===== config.mk =====
export PLATFORM = sky130hd
export DESIGN_NAME = pattern_matcher_flat
export DESIGN_NICKNAME = d
export VERILOG_FILES = /design/src/rtl/pattern_matcher_pkg.sv /design/src/rtl/pattern_matcher_if.sv /design/src/rtl/pattern_matcher_shift_window.sv /design/src/rtl/pattern_matcher.sv /design/src/flat_wrapper.sv
export VERILOG_INCLUDE_DIRS = /design/src /design/src/rtl
export SDC_FILE = /design/constraint.sdc
export NUM_CORES = 1
export LEC_CHECK = 0
export ABC_AREA = 1
export BUFFER_PORTS_ARGS = -buffer_cell sky130_fd_sc_hd__buf_2
export CORE_UTILIZATION = 48
export CTS_CLUSTER_DIAMETER = 150
export CTS_CLUSTER_SIZE = 30
export DETAILED_ROUTE_END_ITERATION = 10
export PLACE_DENSITY = 0.74
export SYNTH_ARGS = -nofsm -noshare
export SYNTH_HDL_FRONTEND = slang
export SYNTH_SLANG_ARGS = --single-unit

===== constraint.sdc =====
create_clock -name clk -period 1.5 [get_ports clk]
set_input_delay 0.375 -clock clk [delete_from_list [all_inputs] [get_ports clk]]
set_output_delay 0.375 -clock clk [all_outputs]
set_load 0.05 [all_outputs]

===== src/rtl/pattern_matcher_defs.vh =====
// Shared definitions for the pattern matcher block: widest supported window,
// reset pattern/mask values and the fill-counter width helper.
`ifndef PATTERN_MATCHER_DEFS_VH
`define PATTERN_MATCHER_DEFS_VH

`define PM_PAT_W_MAX       32
`define PM_PAT_DEFAULT     32'h0000_0006
`define PM_MASK_DEFAULT    '1
`define PM_FILL_W(w)       $clog2((w) + 1)

`endif


===== src/rtl/pattern_matcher_pkg.sv =====
// Package for the pattern matcher: fill phase encoding and shared limits.
`include "pattern_matcher_defs.vh"

package pattern_matcher_pkg;

   // Fill counter phase, exported for debug.
   typedef enum logic {
      PH_FILL  = 1'b0,
      PH_ARMED = 1'b1
   } fill_phase_e;

   localparam int PM_PAT_W_MAX_P = `PM_PAT_W_MAX;
   localparam logic [PM_PAT_W_MAX_P-1:0] PM_PAT_DEFAULT_P = `PM_PAT_DEFAULT;

endpackage


===== src/rtl/pattern_matcher_if.sv =====
// Bus interface of the pattern matcher. Handshake: bit_in is consumed on every
// rising edge where bit_valid is high (no back-pressure); match is a one-cycle
// pulse. Optional irq/irq_clr exist only with PATTERN_MATCHER_IRQ_EN.
interface pattern_matcher_if
   import pattern_matcher_pkg::*;
#(
   parameter int PAT_W = 4,
   parameter int CNT_W = 8
);
   logic             bit_in;
   logic             bit_valid;
   logic             overlap;
   logic             pat_load;
   logic [PAT_W-1:0] pat_in;
   logic [PAT_W-1:0] mask_in;
   logic             cnt_clr;
   logic             match;
   logic [CNT_W-1:0] match_count;
   logic [PAT_W-1:0] window;
   fill_phase_e      phase;
`ifdef PATTERN_MATCHER_IRQ_EN
   logic             irq;
   logic             irq_clr;
`endif

   modport master (
      output bit_in, bit_valid, overlap, pat_load, pat_in, mask_in, cnt_clr,
`ifdef PATTERN_MATCHER_IRQ_EN
      output irq_clr,
      input  irq,
`endif
      input  match, match_count, window, phase
   );

   modport slave (
      input  bit_in, bit_valid, overlap, pat_load, pat_in, mask_in, cnt_clr,
`ifdef PATTERN_MATCHER_IRQ_EN
      input  irq_clr,
      output irq,
`endif
      output match, match_count, window, phase
   );
endinterface


===== src/rtl/pattern_matcher_shift_window.sv =====
// Shift window and fill counter. The counter counts valid bits up to PAT_W
// (ARMED) and holds there; load or disarm send it back to 0.
`include "pattern_matcher_defs.vh"

module shift_window
   import pattern_matcher_pkg::*;
#(
   parameter int PAT_W = 4
)(
   input  logic             clk,
   input  logic             rst,
   input  logic             load,
   input  logic             shift,
   input  logic             bit_in,
   input  logic             disarm,
   output logic [PAT_W-1:0] window,
   output logic [PAT_W-1:0] next_window,
   output logic             armed_next,
   output fill_phase_e      phase
);
   localparam int FILL_W = `PM_FILL_W(PAT_W);
   localparam logic [FILL_W-1:0] FILL_FULL = FILL_W'(PAT_W);

   logic [PAT_W-1:0]  win_q;
   logic [FILL_W-1:0] fill_q;
   logic [FILL_W-1:0] fill_inc;
   logic [FILL_W-1:0] fill_d;

   // Next window value and whether this edge completes the fill.
   always_comb begin
      next_window = win_q;
      fill_inc    = fill_q;
      armed_next  = 1'b0;
      if (fill_q != FILL_FULL)
         fill_inc = fill_q + 1'b1;
      if (load) begin
         next_window = '0;
      end else if (shift) begin
         next_window = {win_q[PAT_W-2:0], bit_in};
         armed_next  = (fill_inc == FILL_FULL);
      end
   end

   // Next fill count; a non-overlapping match disqualifies the window.
   always_comb begin
      fill_d = fill_q;
      if (load)
         fill_d = '0;
      else if (shift)
         fill_d = disarm ? '0 : fill_inc;
   end

   // Window and fill registers.
   always_ff @(posedge clk) begin
      if (rst) begin
         win_q  <= '0;
         fill_q <= '0;
      end else begin
         win_q  <= next_window;
         fill_q <= fill_d;
      end
   end

   assign window = win_q;
   assign phase  = (fill_q == FILL_FULL) ? PH_ARMED : PH_FILL;
endmodule


===== src/rtl/pattern_matcher.sv =====
// Bit-serial pattern matcher: loadable pattern/mask, masked compare on the
// post-shift window, registered match pulse and saturating match counter.
// Optional sticky irq is built when PATTERN_MATCHER_IRQ_EN is defined.
`include "pattern_matcher_defs.vh"

module pattern_matcher
   import pattern_matcher_pkg::*;
#(
   parameter int               PAT_W       = 4,
   parameter logic [PAT_W-1:0] PAT_DEFAULT = PAT_W'(`PM_PAT_DEFAULT),
   parameter int               CNT_W       = 8
)(
   input logic clk,
   input logic rst,
   pattern_matcher_if.slave bus
);
   localparam logic [CNT_W-1:0] CNT_MAX = '1;

   logic [PAT_W-1:0] pat_q;
   logic [PAT_W-1:0] mask_q;
   logic [PAT_W-1:0] next_window;
   logic             armed_next;
   logic             hit;
   logic             match_d;
   logic             match_q;
   logic [CNT_W-1:0] cnt_q;

   shift_window #(.PAT_W(PAT_W)) u_window (
      .clk         (clk),
      .rst         (rst),
      .load        (bus.pat_load),
      .shift       (bus.bit_valid),
      .bit_in      (bus.bit_in),
      .disarm      (match_d & ~bus.overlap),
      .window      (bus.window),
      .next_window (next_window),
      .armed_next  (armed_next),
      .phase       (bus.phase)
   );

   // Masked compare; armed_next is already low on load or idle cycles.
   always_comb begin
      hit     = (((next_window ^ pat_q) & mask_q) == '0);
      match_d = armed_next & hit;
   end

   // Pattern/mask registers, match pulse and saturating counter.
   always_ff @(posedge clk) begin
      if (rst) begin
         pat_q   <= PAT_DEFAULT;
         mask_q  <= `PM_MASK_DEFAULT;
         match_q <= 1'b0;
         cnt_q   <= '0;
      end else begin
         if (bus.pat_load) begin
            pat_q  <= bus.pat_in;
            mask_q <= bus.mask_in;
         end
         match_q <= match_d;
         if (bus.cnt_clr)
            cnt_q <= '0;
         else if (match_d && (cnt_q != CNT_MAX))
            cnt_q <= cnt_q + 1'b1;
      end
   end

   assign bus.match       = match_q;
   assign bus.match_count = cnt_q;

`ifdef PATTERN_MATCHER_IRQ_EN
   logic irq_q;

   // Sticky interrupt; a new match wins over a same-cycle clear.
   always_ff @(posedge clk) begin
      if (rst)
         irq_q <= 1'b0;
      else if (match_d)
         irq_q <= 1'b1;
      else if (bus.irq_clr)
         irq_q <= 1'b0;
   end

   assign bus.irq = irq_q;
`else
`endif
endmodule

===== src/flat_wrapper.sv =====
// flat-port wrapper written by rule: the top's interface ports become plain ports
module pattern_matcher_flat import pattern_matcher_pkg::*;
#(
   parameter int               PAT_W       = 4,
   parameter logic [PAT_W-1:0] PAT_DEFAULT = PAT_W'(`PM_PAT_DEFAULT),
   parameter int               CNT_W       = 8
)
  (clk, rst, bus_bit_in, bus_bit_valid, bus_overlap, bus_pat_load, bus_pat_in, bus_mask_in, bus_cnt_clr, bus_match, bus_match_count, bus_window, bus_phase);
  pattern_matcher_if #(.PAT_W(PAT_W), .CNT_W(CNT_W)) bus_i ();
  input logic clk;
  input logic rst;
  input wire logic [$bits(bus_i.bit_in)-1:0] bus_bit_in;
  input wire logic [$bits(bus_i.bit_valid)-1:0] bus_bit_valid;
  input wire logic [$bits(bus_i.overlap)-1:0] bus_overlap;
  input wire logic [$bits(bus_i.pat_load)-1:0] bus_pat_load;
  input wire logic [$bits(bus_i.pat_in)-1:0] bus_pat_in;
  input wire logic [$bits(bus_i.mask_in)-1:0] bus_mask_in;
  input wire logic [$bits(bus_i.cnt_clr)-1:0] bus_cnt_clr;
  output wire logic [$bits(bus_i.match)-1:0] bus_match;
  output wire logic [$bits(bus_i.match_count)-1:0] bus_match_count;
  output wire logic [$bits(bus_i.window)-1:0] bus_window;
  output wire logic [$bits(bus_i.phase)-1:0] bus_phase;
  assign bus_i.bit_in = bus_bit_in;
  assign bus_i.bit_valid = bus_bit_valid;
  assign bus_i.overlap = bus_overlap;
  assign bus_i.pat_load = bus_pat_load;
  assign bus_i.pat_in = bus_pat_in;
  assign bus_i.mask_in = bus_mask_in;
  assign bus_i.cnt_clr = bus_cnt_clr;
  assign bus_match = bus_i.match;
  assign bus_match_count = bus_i.match_count;
  assign bus_window = bus_i.window;
  assign bus_phase = bus_i.phase;
  pattern_matcher #(.PAT_W(PAT_W), .PAT_DEFAULT(PAT_DEFAULT), .CNT_W(CNT_W)) u_core (.clk(clk), .rst(rst), .bus(bus_i));
endmodule

==> flow_summary.yaml <==
die:
  dieArea_sq_mm: 0.003059
  core_area_sq_mm: 0.002590
  die_y_um: 55.31
  die_w_um: 55.31
  rows: 18
  ios: 29
  initial_core_util: 0.5266
synthesis:
  ys_async_sr_fraction: 0
  yosysWarnings: 0
  yosys.cell_count.top_type: "nand2_1"
  synth_top_family_by_area: "simple AND/OR/NAND/NOR gates"
  synth_top_area_cell: "dfxtp_1"
  yosys.area.top_type_share: 0.3523
  synth-simple-area-share: 0.4083
  ys_ff_latch: 24
  synth_nets: 196
  synthTopCellsByCount: "nand2_1 (42), dfxtp_1 (24), inv_1 (19), a21oi_1 (14), nand3_1 (14)"
  avgSynthCellArea_sq_um: 7.662
  synthAdderAreaFrac: 0.02752
  yosys.area_share.xor_xnor: 0.03211
  synth_area_leaders: "dfxtp_1 (35%), nand2_1 (12%), inv_1 (5.2%), a21oi_1 (5.1%), nand3_1 (5.1%)"
  synth_compound_area_frac: 0.06606
  synth-main-ff-cell: "dfxtp_1"
  muxShareOfSynthArea: 0
  synth_edf_count: 0
  ys_seq_area_frac: 0.3523
  yosys.cell_types.count: 23
  netlist_area_sq_mm: 0.001364
  synthCells: 178
detailed_routing:
  ant_nets: 0
  wire_per_inst_um: 11.82
  drc: 0
  drt_wl_total_mm: 2.955
  vias: 1289
  viasPerCell: 5.156
  drt_pass1_iterations: 4
  drt_iter0_markers: 21
sta:
  slew-limit-headroom: 0.8158
  slew_viol_final: 0
  hold_violations: 0
  finClkSkew_ns: 0.003079
  finalCritPeriodShare: 1.038
  setup_viol: 9
  worst_pin_slew_ns: 0.2757
  setup_ws_ns: -0.05643
  fin_setup_tns_ns: -0.3438
  rsz0062_at_grt: "yes"
  fmax_mhz: 642.5
  hold_ws_ns: 0.2683
  min_period_ns: 1.556
clock_tree:
  clock_sinks: 24
  cts_hold_buf: 0
  cts_buffers: 3
  clk_pin_slew_ns: 0.13
  root_buffer: "clkbuf_4"
  htreeDepth: 1
  cts_tree: "yes"
  clk-insertion-delay-late_ns: 0.31
  clk_path_buf_depth: 2
layout:
  antenna_cells: 0
  fin_area_sq_mm: 0.001760
  utilization: 0.6797
  drive_above_1_share: 0.4455
  fillerInstances: 227
  layout.cells.non_filler: 250
  nets: 239
  syn_to_final_growth_pct: 29.08
power_and_ir_drop:
  power.switching_uw: 336.2
  fin_total_pwr_mw: 1.160
  p_clk_frac: 0.253
  pwr-share-seq: 0.575
  p_int_uw: 823.4
  p_per_area_mw_per_mm2: 658.7
  power.leakage_nw: 0.8150
  combPwrFrac: 0.172
  ir_drop_mv: 0.5776
  p_sw_frac: 0.2899
status:
  violations: "negative setup slack"
  status: "complete, but fails checks"
worst_setup_path:
  crit_required_ns: 1.71
  cp_max_fo: 5
  startpoint_type: "flop"
  critPathArrivalTime_ns: 1.77
  endpoint_kind: "flop"
  crit_type: "reg2reg"
global_route:
  grt_use_total: 0.2054
  grt_overflow_total: 0
  antenna_found_initial: 0
  grt_pass1_wl_mm: 5.071
  grt_max_degree: 14
  grt_pass1_vias: 1189
place:
  dp_hpwl_mm: 2.211
  portBuffers: 28
  dp.cells: 243
  gp_congestion: 0.8009
  dpl_cell_area_sq_mm: 0.001628
  place_ws_ns: -0.1859
worst_hold_path:
  hold_class: "in2reg"
job:
  drv_cap: 0
-- final timing paths --
check | startpoint | endpoint | slack, ns | depth (start not counted)
max | u_core.u_window.fill_q[0] | u_core.bus.match_count[2] | -0.06 | 12
min | bus_mask_in[1] | u_core.mask_q[1] | 0.27 | 3
max reg2reg | u_core.u_window.fill_q[0] | u_core.bus.match_count[2] | -0.06 | 12
min reg2reg | u_core.u_window.fill_q[1] | u_core.u_window.fill_q[1] | 0.49 | 2
-- timing repair --
action | in CTS | in global routing
setup buffers | 0 | 1
setup endpoints to repair | 10 | 11
gates resized for setup | 11 | 8
pin swaps | 5 | 2
gates cloned | 2 | 0
-- logic make-up (layout without fill, tap and decap cells) --
group	count (synthesis)	in the layout
DFF	24	24
and+or+nand+nor	101	103
buffers and inverters	27	67
adders and majority gates	3	3
xor gates and xnor gates	5	5
AOI/OAI and AO/OA	18	18
-- layer usage --
layer / global-route usage / part of all wire / vias up
met5: 0 / 0 / -
met4: 0.07500 / 0.0071 / 0
met3: 0.02108 / 0.032 / 2
met2: 0.3528 / 0.52 / 26
met1: 0.2658 / 0.44 / 597
li1: - / - / 664
-- critical path, stage by stage (launching register included) --
cell and delay [ns]:
dfxtp_2 0.37, inv_2 0.05, ha_4 0.16, nand2_4 0.09, inv_8 0.04, nand2_4 0.05, nand3_2 0.07, nor2_4 0.11
nand2_4 0.09, nor2_8 0.14, nand3_2 0.12, nand2_1 0.10, a21oi_1 0.06
-- state kept, by name (all words and copies together), names as in the netlist --
name	count
u_core.bus.match_count	8
u_core.mask_q	4
u_core.pat_q	4
u_core.u_window.window	4
u_core.u_window.fill_q	3
u_core.bus.match	1
-- cells in the final DEF, fill, tap and decap left out, types with 6 or more instances in the layout --
| cell type | instances |
|---|---|
| a21oi_1 | 13 |
| buf_2 | 25 |
| buf_4 | 12 |
| dfxtp_1 | 11 |
| dfxtp_2 | 11 |
| inv_1 | 17 |
| nand2_1 | 38 |
| nand2_2 | 12 |
| nand3_1 | 11 |
| nand3_2 | 6 |
| nand4_1 | 8 |
| nor2_1 | 11 |
-- final cells by class --
class                           instances  area [sq um]  share of cell area
Clock buffer                            3         22.52             0.01279
Inverter                               23         108.9             0.06183
Tap cell                               30         37.54             0.02132
Sequential cell                        24         501.7              0.2850
Timing Repair Buffer                   40         245.2              0.1393
Multi-Input combinational cell        129         840.8              0.4776
Clock inverter                          1         3.754            0.002132
-- power by group through the flow --
stage               clock network (mW)  registers, mW  logic [mW]
global route                     0.336          0.669       0.220
detailed placement                   0          0.680       0.187
CTS                              0.304          0.666       0.196
floorplan                            0          0.688       0.130
global placement                     0          0.679       0.179
finish                           0.294          0.666       0.199
No activity file was read; power rests on OpenSTA's default activity.
